===== config.mk =====
export PLATFORM = sky130hd
export DESIGN_NAME = zscroll_plot_engine_flat
export DESIGN_NICKNAME = d
export VERILOG_FILES = /design/src/rtl/zscroll_plot_engine_if.sv /design/src/rtl/zscroll_plot_engine.sv /design/src/flat_wrapper.sv
export SDC_FILE = /design/constraint.sdc
export NUM_CORES = 1
export LEC_CHECK = 0
export CORE_MARGIN = 5
export CORE_UTILIZATION = 55
export CTS_CLUSTER_SIZE = 30
export DETAILED_ROUTE_END_ITERATION = 10
export GPL_TIMING_DRIVEN = 0
export PLACE_DENSITY = 0.84
export SLEW_MARGIN = 20
export SYNTH_ARGS = -nofsm -noshare
export SYNTH_HDL_FRONTEND = slang
export SYNTH_SLANG_ARGS = --single-unit
export TNS_END_PERCENT = 100

===== constraint.sdc =====
create_clock -name clk -period 13.44 [get_ports clk]
set_input_delay 2.688 -clock clk [delete_from_list [all_inputs] [get_ports clk]]
set_output_delay 2.688 -clock clk [all_outputs]
set_load 0.02 [all_outputs]

===== src/rtl/zscroll_plot_engine_if.sv =====
// SDRAM glue bundle for the scrolling plot engine: one 4-word-burst read
// channel and one 4-word-burst write channel, each a held request answered
// by a single-cycle done strobe.
interface zscroll_plot_engine_if;
  logic        oSDRAM_Rd_Req;
  logic [23:0] oSDRAM_Rd_Addr;
  logic [15:0] iSDRAM_Data1;
  logic [15:0] iSDRAM_Data2;
  logic [15:0] iSDRAM_Data3;
  logic [15:0] iSDRAM_Data4;
  logic        iSDRAM_Rd_Done;
  logic        oSDRAM_Wr_Req;
  logic [23:0] oSDRAM_Wr_Addr;
  logic [15:0] oSDRAM_Wr_Data1;
  logic [15:0] oSDRAM_Wr_Data2;
  logic [15:0] oSDRAM_Wr_Data3;
  logic [15:0] oSDRAM_Wr_Data4;
  logic        iSDRAM_Wr_Done;

  // Engine side.
  modport master (
    output oSDRAM_Rd_Req, oSDRAM_Rd_Addr,
    input  iSDRAM_Data1, iSDRAM_Data2, iSDRAM_Data3, iSDRAM_Data4, iSDRAM_Rd_Done,
    output oSDRAM_Wr_Req, oSDRAM_Wr_Addr,
    output oSDRAM_Wr_Data1, oSDRAM_Wr_Data2, oSDRAM_Wr_Data3, oSDRAM_Wr_Data4,
    input  iSDRAM_Wr_Done
  );

  // SDRAM glue side.
  modport slave (
    input  oSDRAM_Rd_Req, oSDRAM_Rd_Addr,
    output iSDRAM_Data1, iSDRAM_Data2, iSDRAM_Data3, iSDRAM_Data4, iSDRAM_Rd_Done,
    input  oSDRAM_Wr_Req, oSDRAM_Wr_Addr,
    input  oSDRAM_Wr_Data1, oSDRAM_Wr_Data2, oSDRAM_Wr_Data3, oSDRAM_Wr_Data4,
    output iSDRAM_Wr_Done
  );
endinterface


===== src/rtl/zscroll_plot_engine.sv =====
// Scrolling bar-plot renderer. Keeps the last POINTS samples in an SDRAM ring
// (one 4-word slot per sample) and, for every new sample, appends it and
// redraws all columns oldest-first into the LCD framebuffer.
// Optional feature: define ZSCROLL_PEAK_MARK_EN to paint the topmost bar burst
// of every non-empty column in PEAK_COLOR (write count is unchanged).
module zscroll_plot_engine #(
  parameter int unsigned   POINTS      = 600,
  parameter int unsigned   BURST       = 4,
  parameter int unsigned   STRIDE      = 480,
  parameter int unsigned   ORG_X       = 15,
  parameter int unsigned   ORG_Y       = 20,
  parameter int unsigned   PLOT_H      = 220,
  parameter int unsigned   RING_BASE   = 384000,
  parameter int unsigned   SCALE_SHIFT = 0,
  parameter logic [15:0]   FG_COLOR    = 16'hF81F,
  parameter logic [15:0]   BG_COLOR    = 16'h8410
`ifdef ZSCROLL_PEAK_MARK_EN
  , parameter logic [15:0] PEAK_COLOR  = 16'hFFE0
`endif
) (
  input  logic                         clk,
  input  logic                         rst,
  input  logic                         en,
  input  logic                         iDataUpdate,
  input  logic [15:0]                  iSample,
  zscroll_plot_engine_if.master        sdram,
  output logic                         oBusy,
  output logic                         oFrameDone,
  output logic                         oOverrun
);

  localparam int unsigned     IDX_W    = 10;
  localparam logic [IDX_W-1:0] LAST_IDX = IDX_W'(POINTS - 1);
  localparam logic [15:0]     H_FULL   = 16'(PLOT_H);
  localparam logic [15:0]     LAST_X   = 16'(PLOT_H - BURST);
  localparam logic [15:0]     BURST_W  = 16'(BURST);

  typedef enum logic [2:0] {
    ST_CLR_RING, ST_CLR_PLOT, ST_WAIT, ST_WR_NEW,
    ST_RD_COL, ST_DRAW_FG, ST_DRAW_BG, ST_NEXT_COL
  } state_t;

  state_t            state_q, state_d;
  logic [IDX_W-1:0]  head_q, head_d;     // slot that receives the next sample
  logic [IDX_W-1:0]  idx_q, idx_d;       // ring-clear slot counter
  logic [IDX_W-1:0]  col_q, col_d;       // plot column being drawn
  logic [IDX_W-1:0]  slot_q, slot_d;     // ring slot feeding the current column
  logic [15:0]       x_q, x_d;           // bar-axis offset of the next burst
  logic [15:0]       h_q, h_d;           // rounded bar height of current column
  logic              pending_q, pending_d;
  logic [15:0]       sample_q, sample_d; // latest captured, not yet consumed
  logic [15:0]       cur_q, cur_d;       // sample being appended this redraw
  logic              rd_req_q, rd_req_d;
  logic              wr_req_q, wr_req_d;
  logic [23:0]       addr_q, addr_d;
  logic [15:0]       wdata_q, wdata_d;
  logic              busy_q, busy_d;
  logic              frame_done_q, frame_done_d;
  logic              overrun_q, overrun_d;

  logic              idle;
  logic              xact_done;
  logic              consume;
  logic [15:0]       rd_h;
  logic [15:0]       fg_word;
  logic [IDX_W-1:0]  head_next;
  logic [IDX_W-1:0]  slot_next;

  function automatic logic [23:0] ring_addr(input logic [IDX_W-1:0] k);
    return 24'(RING_BASE + BURST * 32'(k));
  endfunction

  function automatic logic [23:0] pix_addr(input logic [IDX_W-1:0] c, input logic [15:0] x);
    return 24'((ORG_Y + 32'(c)) * STRIDE + ORG_X + 32'(x));
  endfunction

  // Clamp to full scale first, then round up to whole bursts; the clamp keeps
  // the rounded value within PLOT_H because PLOT_H is a burst multiple.
  function automatic logic [15:0] bar_height(input logic [15:0] s);
    logic [15:0] v;
    logic [15:0] c;
    v = s >> SCALE_SHIFT;
    c = (v > H_FULL) ? H_FULL : v;
    return (c + (BURST_W - 16'd1)) & ~(BURST_W - 16'd1);
  endfunction

  // Next-state, transaction sequencing and sample capture.
  always_comb begin
    // NOTE: every variable gets a default before the case, so no path can leave one unassigned and infer a latch.
    state_d      = state_q;
    head_d       = head_q;
    idx_d        = idx_q;
    col_d        = col_q;
    slot_d       = slot_q;
    x_d          = x_q;
    h_d          = h_q;
    pending_d    = pending_q;
    sample_d     = sample_q;
    cur_d        = cur_q;
    rd_req_d     = rd_req_q;
    wr_req_d     = wr_req_q;
    addr_d       = addr_q;
    wdata_d      = wdata_q;
    frame_done_d = 1'b0;
    overrun_d    = 1'b0;
    consume      = 1'b0;

    idle      = !rd_req_q && !wr_req_q;
    // A done strobe only counts while its own request is up.
    xact_done = (rd_req_q && sdram.iSDRAM_Rd_Done) || (wr_req_q && sdram.iSDRAM_Wr_Done);
    rd_h      = bar_height(sdram.iSDRAM_Data1);
    head_next = (head_q == LAST_IDX) ? '0 : head_q + 10'd1;
    slot_next = (slot_q == LAST_IDX) ? '0 : slot_q + 10'd1;
`ifdef ZSCROLL_PEAK_MARK_EN
    fg_word   = (x_q == h_q - BURST_W) ? PEAK_COLOR : FG_COLOR;
`else
    fg_word   = FG_COLOR;
`endif

    // Each bus state issues its request in the first idle cycle, then waits
    // for done; the request drops on the edge that samples done.
    case (state_q)
      ST_CLR_RING: begin
        if (idle) begin
          wr_req_d = 1'b1;
          addr_d   = ring_addr(idx_q);
          wdata_d  = '0;
        end else if (xact_done) begin
          wr_req_d = 1'b0;
          if (idx_q == LAST_IDX) begin
            idx_d   = '0;
            col_d   = '0;
            x_d     = '0;
            state_d = ST_CLR_PLOT;
          end else begin
            idx_d = idx_q + 10'd1;
          end
        end
      end

      ST_CLR_PLOT: begin
        if (idle) begin
          wr_req_d = 1'b1;
          addr_d   = pix_addr(col_q, x_q);
          wdata_d  = BG_COLOR;
        end else if (xact_done) begin
          wr_req_d = 1'b0;
          if (x_q == LAST_X) begin
            x_d = '0;
            if (col_q == LAST_IDX) state_d = ST_WAIT;
            else                   col_d   = col_q + 10'd1;
          end else begin
            x_d = x_q + BURST_W;
          end
        end
      end

      ST_WAIT: begin
        if (pending_q && en) begin
          consume = 1'b1;
          cur_d   = sample_q;
          state_d = ST_WR_NEW;
        end
      end

      ST_WR_NEW: begin
        if (idle) begin
          wr_req_d = 1'b1;
          addr_d   = ring_addr(head_q);
          wdata_d  = cur_q;
        end else if (xact_done) begin
          wr_req_d = 1'b0;
          head_d   = head_next;
          slot_d   = head_next;   // slot after the newest is the oldest
          col_d    = '0;
          state_d  = ST_RD_COL;
        end
      end

      ST_RD_COL: begin
        if (idle) begin
          rd_req_d = 1'b1;
          addr_d   = ring_addr(slot_q);
        end else if (xact_done) begin
          rd_req_d = 1'b0;
          h_d      = rd_h;
          x_d      = '0;
          state_d  = (rd_h == 16'd0) ? ST_DRAW_BG : ST_DRAW_FG;
        end
      end

      ST_DRAW_FG: begin
        if (idle) begin
          wr_req_d = 1'b1;
          addr_d   = pix_addr(col_q, x_q);
          wdata_d  = fg_word;
        end else if (xact_done) begin
          wr_req_d = 1'b0;
          if (x_q == h_q - BURST_W) begin
            x_d = h_q;
            if (h_q == H_FULL) begin
              frame_done_d = (col_q == LAST_IDX);
              state_d      = ST_NEXT_COL;
            end else begin
              state_d = ST_DRAW_BG;
            end
          end else begin
            x_d = x_q + BURST_W;
          end
        end
      end

      ST_DRAW_BG: begin
        if (idle) begin
          wr_req_d = 1'b1;
          addr_d   = pix_addr(col_q, x_q);
          wdata_d  = BG_COLOR;
        end else if (xact_done) begin
          wr_req_d = 1'b0;
          if (x_q == LAST_X) begin
            frame_done_d = (col_q == LAST_IDX);
            state_d      = ST_NEXT_COL;
          end else begin
            x_d = x_q + BURST_W;
          end
        end
      end

      ST_NEXT_COL: begin
        if (col_q == LAST_IDX) begin
          state_d = ST_WAIT;
        end else begin
          col_d   = col_q + 10'd1;
          slot_d  = slot_next;
          state_d = ST_RD_COL;
        end
      end

      default: state_d = ST_CLR_RING;
    endcase

    // A strobe in the same cycle the old sample is consumed is not an overrun.
    if (consume) pending_d = 1'b0;
    if (iDataUpdate) begin
      if (pending_q && !consume) overrun_d = 1'b1;
      pending_d = 1'b1;
      sample_d  = iSample;
    end

    busy_d = (state_d != ST_WAIT);
  end

  // State and datapath registers; reset drops any request immediately.
  always_ff @(posedge clk or posedge rst) begin
    if (rst) begin
      state_q      <= ST_CLR_RING;
      head_q       <= '0;
      idx_q        <= '0;
      col_q        <= '0;
      slot_q       <= '0;
      x_q          <= '0;
      h_q          <= '0;
      pending_q    <= 1'b0;
      sample_q     <= '0;
      cur_q        <= '0;
      rd_req_q     <= 1'b0;
      wr_req_q     <= 1'b0;
      addr_q       <= '0;
      wdata_q      <= '0;
      busy_q       <= 1'b0;
      frame_done_q <= 1'b0;
      overrun_q    <= 1'b0;
    end else begin
      // NOTE: non-blocking assignments so every register updates from pre-edge values.
      state_q      <= state_d;
      head_q       <= head_d;
      idx_q        <= idx_d;
      col_q        <= col_d;
      slot_q       <= slot_d;
      x_q          <= x_d;
      h_q          <= h_d;
      pending_q    <= pending_d;
      sample_q     <= sample_d;
      cur_q        <= cur_d;
      rd_req_q     <= rd_req_d;
      wr_req_q     <= wr_req_d;
      addr_q       <= addr_d;
      wdata_q      <= wdata_d;
      busy_q       <= busy_d;
      frame_done_q <= frame_done_d;
      overrun_q    <= overrun_d;
    end
  end

  assign sdram.oSDRAM_Rd_Req   = rd_req_q;
  assign sdram.oSDRAM_Rd_Addr  = addr_q;
  assign sdram.oSDRAM_Wr_Req   = wr_req_q;
  assign sdram.oSDRAM_Wr_Addr  = addr_q;
  assign sdram.oSDRAM_Wr_Data1 = wdata_q;
  assign sdram.oSDRAM_Wr_Data2 = wdata_q;
  assign sdram.oSDRAM_Wr_Data3 = wdata_q;
  assign sdram.oSDRAM_Wr_Data4 = wdata_q;
  assign oBusy      = busy_q;
  assign oFrameDone = frame_done_q;
  assign oOverrun   = overrun_q;

endmodule


===== src/flat_wrapper.sv =====
// flat-port wrapper written by rule: the top's interface ports become plain ports
module zscroll_plot_engine_flat 
#(
  parameter int unsigned   POINTS      = 600,
  parameter int unsigned   BURST       = 4,
  parameter int unsigned   STRIDE      = 480,
  parameter int unsigned   ORG_X       = 15,
  parameter int unsigned   ORG_Y       = 20,
  parameter int unsigned   PLOT_H      = 220,
  parameter int unsigned   RING_BASE   = 384000,
  parameter int unsigned   SCALE_SHIFT = 0,
  parameter logic [15:0]   FG_COLOR    = 16'hF81F,
  parameter logic [15:0]   BG_COLOR    = 16'h8410

)
  (clk, rst, en, iDataUpdate, iSample, oBusy, oFrameDone, oOverrun, sdram_oSDRAM_Rd_Req, sdram_oSDRAM_Rd_Addr, sdram_iSDRAM_Data1, sdram_iSDRAM_Data2, sdram_iSDRAM_Data3, sdram_iSDRAM_Data4, sdram_iSDRAM_Rd_Done, sdram_oSDRAM_Wr_Req, sdram_oSDRAM_Wr_Addr, sdram_oSDRAM_Wr_Data1, sdram_oSDRAM_Wr_Data2, sdram_oSDRAM_Wr_Data3, sdram_oSDRAM_Wr_Data4, sdram_iSDRAM_Wr_Done);
  zscroll_plot_engine_if sdram_i ();
  input  logic clk;
  input  logic rst;
  input  logic en;
  input  logic iDataUpdate;
  input  logic [15:0] iSample;
  output logic oBusy;
  output logic oFrameDone;
  output logic oOverrun;
  output wire logic [$bits(sdram_i.oSDRAM_Rd_Req)-1:0] sdram_oSDRAM_Rd_Req;
  output wire logic [$bits(sdram_i.oSDRAM_Rd_Addr)-1:0] sdram_oSDRAM_Rd_Addr;
  input wire logic [$bits(sdram_i.iSDRAM_Data1)-1:0] sdram_iSDRAM_Data1;
  input wire logic [$bits(sdram_i.iSDRAM_Data2)-1:0] sdram_iSDRAM_Data2;
  input wire logic [$bits(sdram_i.iSDRAM_Data3)-1:0] sdram_iSDRAM_Data3;
  input wire logic [$bits(sdram_i.iSDRAM_Data4)-1:0] sdram_iSDRAM_Data4;
  input wire logic [$bits(sdram_i.iSDRAM_Rd_Done)-1:0] sdram_iSDRAM_Rd_Done;
  output wire logic [$bits(sdram_i.oSDRAM_Wr_Req)-1:0] sdram_oSDRAM_Wr_Req;
  output wire logic [$bits(sdram_i.oSDRAM_Wr_Addr)-1:0] sdram_oSDRAM_Wr_Addr;
  output wire logic [$bits(sdram_i.oSDRAM_Wr_Data1)-1:0] sdram_oSDRAM_Wr_Data1;
  output wire logic [$bits(sdram_i.oSDRAM_Wr_Data2)-1:0] sdram_oSDRAM_Wr_Data2;
  output wire logic [$bits(sdram_i.oSDRAM_Wr_Data3)-1:0] sdram_oSDRAM_Wr_Data3;
  output wire logic [$bits(sdram_i.oSDRAM_Wr_Data4)-1:0] sdram_oSDRAM_Wr_Data4;
  input wire logic [$bits(sdram_i.iSDRAM_Wr_Done)-1:0] sdram_iSDRAM_Wr_Done;
  assign sdram_oSDRAM_Rd_Req = sdram_i.oSDRAM_Rd_Req;
  assign sdram_oSDRAM_Rd_Addr = sdram_i.oSDRAM_Rd_Addr;
  assign sdram_i.iSDRAM_Data1 = sdram_iSDRAM_Data1;
  assign sdram_i.iSDRAM_Data2 = sdram_iSDRAM_Data2;
  assign sdram_i.iSDRAM_Data3 = sdram_iSDRAM_Data3;
  assign sdram_i.iSDRAM_Data4 = sdram_iSDRAM_Data4;
  assign sdram_i.iSDRAM_Rd_Done = sdram_iSDRAM_Rd_Done;
  assign sdram_oSDRAM_Wr_Req = sdram_i.oSDRAM_Wr_Req;
  assign sdram_oSDRAM_Wr_Addr = sdram_i.oSDRAM_Wr_Addr;
  assign sdram_oSDRAM_Wr_Data1 = sdram_i.oSDRAM_Wr_Data1;
  assign sdram_oSDRAM_Wr_Data2 = sdram_i.oSDRAM_Wr_Data2;
  assign sdram_oSDRAM_Wr_Data3 = sdram_i.oSDRAM_Wr_Data3;
  assign sdram_oSDRAM_Wr_Data4 = sdram_i.oSDRAM_Wr_Data4;
  assign sdram_i.iSDRAM_Wr_Done = sdram_iSDRAM_Wr_Done;
  zscroll_plot_engine #(.POINTS(POINTS), .BURST(BURST), .STRIDE(STRIDE), .ORG_X(ORG_X), .ORG_Y(ORG_Y), .PLOT_H(PLOT_H), .RING_BASE(RING_BASE), .SCALE_SHIFT(SCALE_SHIFT), .FG_COLOR(FG_COLOR), .BG_COLOR(BG_COLOR)) u_core (.clk(clk), .rst(rst), .en(en), .iDataUpdate(iDataUpdate), .iSample(iSample), .sdram(sdram_i), .oBusy(oBusy), .oFrameDone(oFrameDone), .oOverrun(oOverrun));
endmodule

== Word-level counts from Yosys, hierarchy flattened ==
Index checks and enable logic that the tools add are counted.

* Add/subtract/negate cells: 13
* Multiply operators: 1
* Divide/modulo/power cells: 0
* Order comparisons: 1
* Eq/ne operators: 37
* Shifts and indexed selects: 0
* Multiplexer cells: 81
* Bitwise gates (word level): 1
* Reduce and logical (&&, ||, !) cells: 32

{| class="wikitable"
|+ Operators by type and width
! operator !! count
|-
| two-way mux 16 bit || 19
|-
| two-way mux 10 bit || 15
|-
| two-way mux 24 bit || 4
|-
| case mux 24 bit (4 select lines) || 1
|-
| case mux 16 bit (5 select lines) || 1
|-
| case mux 16 bit (4 select lines) || 1
|-
| adder 19 x 12 -> 20 bit, first input constant || 3
|-
| two-way mux 3 bit || 19
|-
| adder 10 x 1 -> 10 bit, second input constant || 4
|-
| == test 10 bit, second input constant || 4
|-
| case mux 10 bit (4 select lines) || 1
|-
| multiplier 32 x 4 -> 19 bit, second input constant || 1
|-
| inequality test 2 x 1 -> 1 bit, second input constant || 14
|-
| adder 24 x 16 -> 24 bit || 1
|-
| adder 24 x 4 -> 24 bit, second input constant || 1
|-
| case mux 3 bit (8 select lines) || 1
|-
| case mux 10 bit (2 select lines) || 1
|-
| adder 16 x 2 -> 16 bit, second input constant || 1
|-
| adder 16 x 3 -> 16 bit, second input constant || 1
|-
| == test 16 bit || 1
|-
| == test 16 x 8 -> 1 bit, second input constant || 1
|-
| greater-than comparator 16 x 8 -> 1 bit, second input constant || 1
|-
| logical NOT 16 bit || 1
|-
| two-way mux 1 bit || 16
|-
| other kinds (27) || 53
|}

* Register bits after elaboration: 151
* Bits in latches: 0
* Memory bits (writable): 0
* Memory bits (read-only): 0
* Output and inout bits: 117
* Word-level logic and storage cells: 183
* Memories: 0

== Longest topological paths before layout ==
* Depth after elaboration: 9
* Depth in mapped cells: 22
* Depth with buffers taken out: 21

== Least setup slack after synthesis ==
OpenSTA, ideal clock, no wires.

* Path kind: flip-flop to flip-flop
* Start point: register u_core.col_q[2]
* End point: register u_core.addr_q[19] (netlist: u_core.sdram.oSDRAM_Rd_Addr[19])
* Library setup time: 121 ps
* Arrival time: 4,581 ps
* Setup slack: 8,738 ps
* Cell stages (with the launch flop): 23
* Period minus slack after synthesis: 4,702 ps
* Cell sequence: dfrtp_1 > ha_1 > clkbuf_1 > o21ai_0 > xor2_1 > xor2_1 > xnor2_1 > fa_1 > inv_1 > ha_1 > o21ai_0 > nor2b_1 > nor2_1 > a21oi_1 > xnor2_1 > ha_1 > a21o_1 > a21oi_1 > inv_1 > o21ai_0 > nor3b_1 > xnor2_1 > a22o_1

* Longest elaborated chain between the ends: 6

{| class="wikitable"
|+ Ends and longest elaborated chain
! item !! line !! RTL
|-
| from (decl) || zscroll_plot_engine.sv:46 || <nowiki>logic [IDX_W-1:0] col_q, col_d;</nowiki>
|-
| from (signal assigned) || zscroll_plot_engine.sv:278 || <nowiki>col_q <= col_d;</nowiki>
|-
| adder 5 x 10 -> 11 bit || zscroll_plot_engine.sv:74 || <nowiki>return 24'((ORG_Y + 32'(c)) * STRIDE + ORG_X + 32'(x));</nowiki>
|-
| multiplier 32 x 4 -> 19 bit || zscroll_plot_engine.sv:74 ||
|-
| adder 24 x 4 -> 24 bit || zscroll_plot_engine.sv:74 ||
|-
| adder 24 x 16 -> 24 bit || zscroll_plot_engine.sv:74 ||
|-
| two-way mux 24 bit || zscroll_plot_engine.sv:142, zscroll_plot_engine.sv:193, zscroll_plot_engine.sv:214 ||
|-
| case mux 24 bit (4 select lines) || zscroll_plot_engine.sv:122 || <nowiki>case (state_q)</nowiki>
|-
| to (signal assigned) || zscroll_plot_engine.sv:287 || <nowiki>addr_q <= addr_d;</nowiki>
|-
| to (decl) || zscroll_plot_engine.sv:55 || <nowiki>logic [23:0] addr_q, addr_d;</nowiki>
|}

Every way passes these cells. The select of a mux whose other input is x is not followed.
A chain may end at the register's enable or synchronous reset.

== Worst setup path in the final report ==
* Start point: register u_core.col_q[2]
* End point: register u_core.addr_q[18] (netlist: u_core.sdram.oSDRAM_Rd_Addr[18])

Same word-level chain as after synthesis.

==> results.md <==
- Inserted Diodes: 0
- End of the worst register-to-register path: u_core.sdram.oSDRAM_Rd_Addr[18]$_DFFE_PP0P_
- Count of buffers added by post-CTS timing repair for setup: 0
- Post-synth design cell area: slightly above 10000 um2
- Number of antenna violations at the first check in global routing: 0
- Area Overhead vs Synth: 22.93%
- Avg Cell Area, Syn: slightly below 9 um2
- Yosys synthesis warning count: 0
- Number of gates resized after cts: 0
- Number of hold buffers added after cts: 0
- Outcome: complete, no violations
- Part of the Yosys area used for sequential elements: 35.43%
- Required time of the worst setup path: ~14 ns
- Worst ir drop on vdd: around 0.12 mV
- Number of cell rows: 50
- Nets@finish: approximately 1500
- Cell taking the most area after synthesis: dfrtp_1
- Highest layer used for signal routing: met4
- Clock slew seen by the registers of the worst setup and hold paths: ~0.070 ns
- Total of endpoints with negative setup slack in the final report: 0
- Max Freq: 0.1868 GHz
- Main flop type after synthesis: dfrtp_1
- Final weighted congestion of routability-driven global placement: 0.9625
- Global router's overall resource usage: 25.62%
- Die Ht: between 100 and 150 um
- DRT iter0 DRCs: approximately 930
- Number of I/O pins: 203
- Synth top area share: approximately 35%
- Vias in the first global route: about 9000
- Worst endpoint data arrival time: roughly 5.7 ns
- Final sum of negative setup slack: 0 ns
- EDFF count, synth: 0
- P per Cell Area: about 180 nW/um2
- Portion of the clock cycle consumed by the worst path in the final layout: between 30% and 40%
- Count of input and output buffers: about 150
- Pre-antenna DRT Iters: 6
- Hold-critical path depth: 1
- FILL cells: 1472
- CP startpoint: u_core.col_q[2]$_DFFE_PP0P_
- Antenna-violating nets left: 0
- Pin slew with the least headroom to its limit: a little over 1 ns
- Worst-case reg-to-reg path depth: 19
- Standby leakage power: between 5 and 6 nW
- Global-route wire length before repair: 45330 um
- DR vias: ~9600
- Via density per instance: between 6 and 7
- Post-synth top cells: dfrtp_1 (147), nand2_1 (113), o21ai_0 (84)
- Number of buffers inserted during clock tree synthesis: 17
- Cell types occupying the most area after synthesis: dfrtp_1 (35%), buf_4 (5.4%), ha_1 (5.4%), nand2_1 (4.1%), o21ai_0 (4.0%)
- Relative slew margins: 31.65%
- Final number of max-transition violations: 0
- Detail-routed net length per standard cell: between 15 and 20 um
- Worst hold start: u_core.cur_q[8]$_DFFE_PP0P_
- Worst min path class: reg2reg
- Clock sink count: 147
- HPWL after detailed placement: 21720 um
- Clock H-tree levels: 4
- Clock latency on the worst-skew pair: ~0.43 ns
- Worst Hold Path EP: u_core.sdram.oSDRAM_Wr_Data1[8]$_DFFE_PP0P_
- WS Path Type: reg2reg
- Gr ovfl total: 0
- Shortest clock period the worst path allows after layout: between 5 and 6 ns
- CTS tree: built
- Root Buffer Master: clkbuf_16
- Count of cell types in the netlist: 77
- Total core area: between 15000 and 20000 um2
- Total die area: 21730 um2
- Most frequent cell after synthesis: dfrtp_1
- WL final: roughly 29000 um
- Max cap viols: 0
- Total power consumption of the routed design: between 0.002 and 0.0025 W
- Setup skew after layout: about 0.011 ns
- Detailed-routing wirelength on met1: 11920 um
- Number of cells produced by synthesis: around 1200
- Worst reg2reg path startpoint: u_core.col_q[2]$_DFFE_PP0P_
- Post-detailed-route DRC marker count: 0
- Maximum number of pins on one net before global-route repair: a little over 100
- Worst-case register-to-register setup slack: ~8.1 ns
- Largest fanout on the critical path: 9
- Sort of element at the end of the critical path: flip-flop
- Final hold violation count: 0
- Horiz. Die Dim: about 150 um
- Number of buffers between clock root and the deepest sink: 2
- Initial core utilization: roughly 56%
- Ratio of cells with drive above 1 in the final layout: a little under an eighth
- Critical path startpoint category: flip-flop
- Met3 wire len: between 2000 and 2500 um
- Post-synthesis register bit count: ~150
- Routed length on met2: between 10000 and 15000 um
- Setup repair after global routing missed its margin: false
- Async SR Flop Fraction: 100.0%
## metal layers
metal / GRT usage, % / vias to the layer above
li1: - / 4449
met1: 33.92 / 4602
met2: 41.98 / 445
met3: 5.641 / 68
met4: 8.667 / 0
met5: 0 / -
## cell families after synthesis
kind of cell	after synthesis	synth area share (%)
AO/OA/AOI/OAI	290	17.70
XOR/XNOR	76	6.483
adder cells (fa/ha/maj)	60	8.121
buffers and inverters	185	9.567
flip-flops	147	35.43
multiplexers	50	5.266
other	1	0.03611
AND/OR/NAND/NOR	366	17.40
## power breakdown
part,switching [W],internal [W]
Clock,0.000205,0.000241
Sequential,0.000111,0.000541
Combinational,0.000664,0.000527
Total,0.000980,0.00131
## worst max-delay path, stage by stage, from the launching register on
cell,delay [ns]
dfrtp_1,0.47
ha_1,0.23
clkbuf_1,0.18
xnor2_1,0.42
inv_1,0.16
fa_1,0.51
inv_1,0.04
ha_1,0.34
nor2b_1,0.15
o21ai_0,0.23
nor2b_1,0.19
xnor2_1,0.09
ha_1,0.22
or3_1,0.38
a2111oi_0,0.57
o31ai_1,0.22
a41oi_1,0.36
nor3b_1,0.15
xnor2_1,0.20
a21oi_1,0.09
## state kept, by name (all words and copies together) (netlist names)
| signal | flops |
|---|---|
| u_core.sdram.oSDRAM_Rd_Addr | 22 |
| u_core.cur_q | 16 |
| u_core.sample_q | 16 |
| u_core.sdram.oSDRAM_Wr_Data1 | 16 |
| u_core.h_q | 14 |
| u_core.x_q | 14 |
| u_core.col_q | 10 |
| u_core.head_q | 10 |
| u_core.idx_q | 10 |
| u_core.slot_q | 10 |
| u_core.state_q | 3 |
| u_core.oBusy | 1 |
| u_core.oFrameDone | 1 |
| u_core.oOverrun | 1 |
| u_core.pending_q | 1 |
| u_core.sdram.oSDRAM_Rd_Req | 1 |
| u_core.sdram.oSDRAM_Wr_Req | 1 |
## per-stage QoR
step / hold slack (ns) / area, um2 / util [%] / worst slack (ns) / cells
after detailed placement: 0.4886 / 12210 / 65.52 / 7.975 / 1562
after global placement: 0.4747 / 12180 / 65.33 / 4.783 / 1561
after floorplan: 0.4641 / 10400 / - / 6.801 / 1178
after CTS: 0.5079 / 12760 / 68.44 / 8.171 / 1593
after global routing: 0.5222 / 12760 / 68.47 / 7.721 / 1593
final: 0.5031 / 12760 / 68.47 / 8.087 / 1593
## cell type report
type | instances | area [um2] | share of cell area (%)
inverters | 59 | 229.0 | 1.794
clock buffers | 17 | 425.4 | 3.333
clock inverters | 14 | 118.9 | 0.9312
plain buffers | 126 | 772.0 | 6.048
repair buffers | 150 | 1519 | 11.90
multi-input cells | 846 | 5729 | 44.88
flip-flops and latches | 147 | 3679 | 28.82
well taps | 234 | 292.8 | 2.294
## layout by cell type, fill, tap and decap left out, types with 9 or more instances in the layout
master,count
a31oi_1,10
o22ai_1,11
mux2_2,37
and3_1,20
nor2b_1,10
o21a_1,11
dfrtp_1,147
nand2_1,113
a21oi_1,65
o21ai_0,84
or3_1,9
o31ai_1,21
mux2i_1,13
xnor2_1,43
inv_1,56
nor4_1,11
clkbuf_1,41
ha_1,45
clkbuf_16,17
nand4_1,13
fa_1,13
nand3_1,37
nor2_1,76
xor2_1,32
a22oi_1,17
buf_4,75
nor3_1,29
clkdlybuf4s50_1,149
## worst max path at each step
stage	end	slack, ns	cells after the start
floorplan	u_core.col_q[0]$_DFFE_PP0P_	6.80	1
global placement	u_core.slot_q[2]$_DFFE_PP0P_	4.78	2
detailed placement	u_core.x_q[14]$_DFFE_PP0P_	7.98	9
CTS	u_core.sdram.oSDRAM_Rd_Addr[18]$_DFFE_PP0P_	8.17	19
global route	u_core.sdram.oSDRAM_Rd_Addr[19]$_DFFE_PP0P_	7.72	22
finish	u_core.sdram.oSDRAM_Rd_Addr[18]$_DFFE_PP0P_	8.09	19
(Power assumes the default switching activity.)
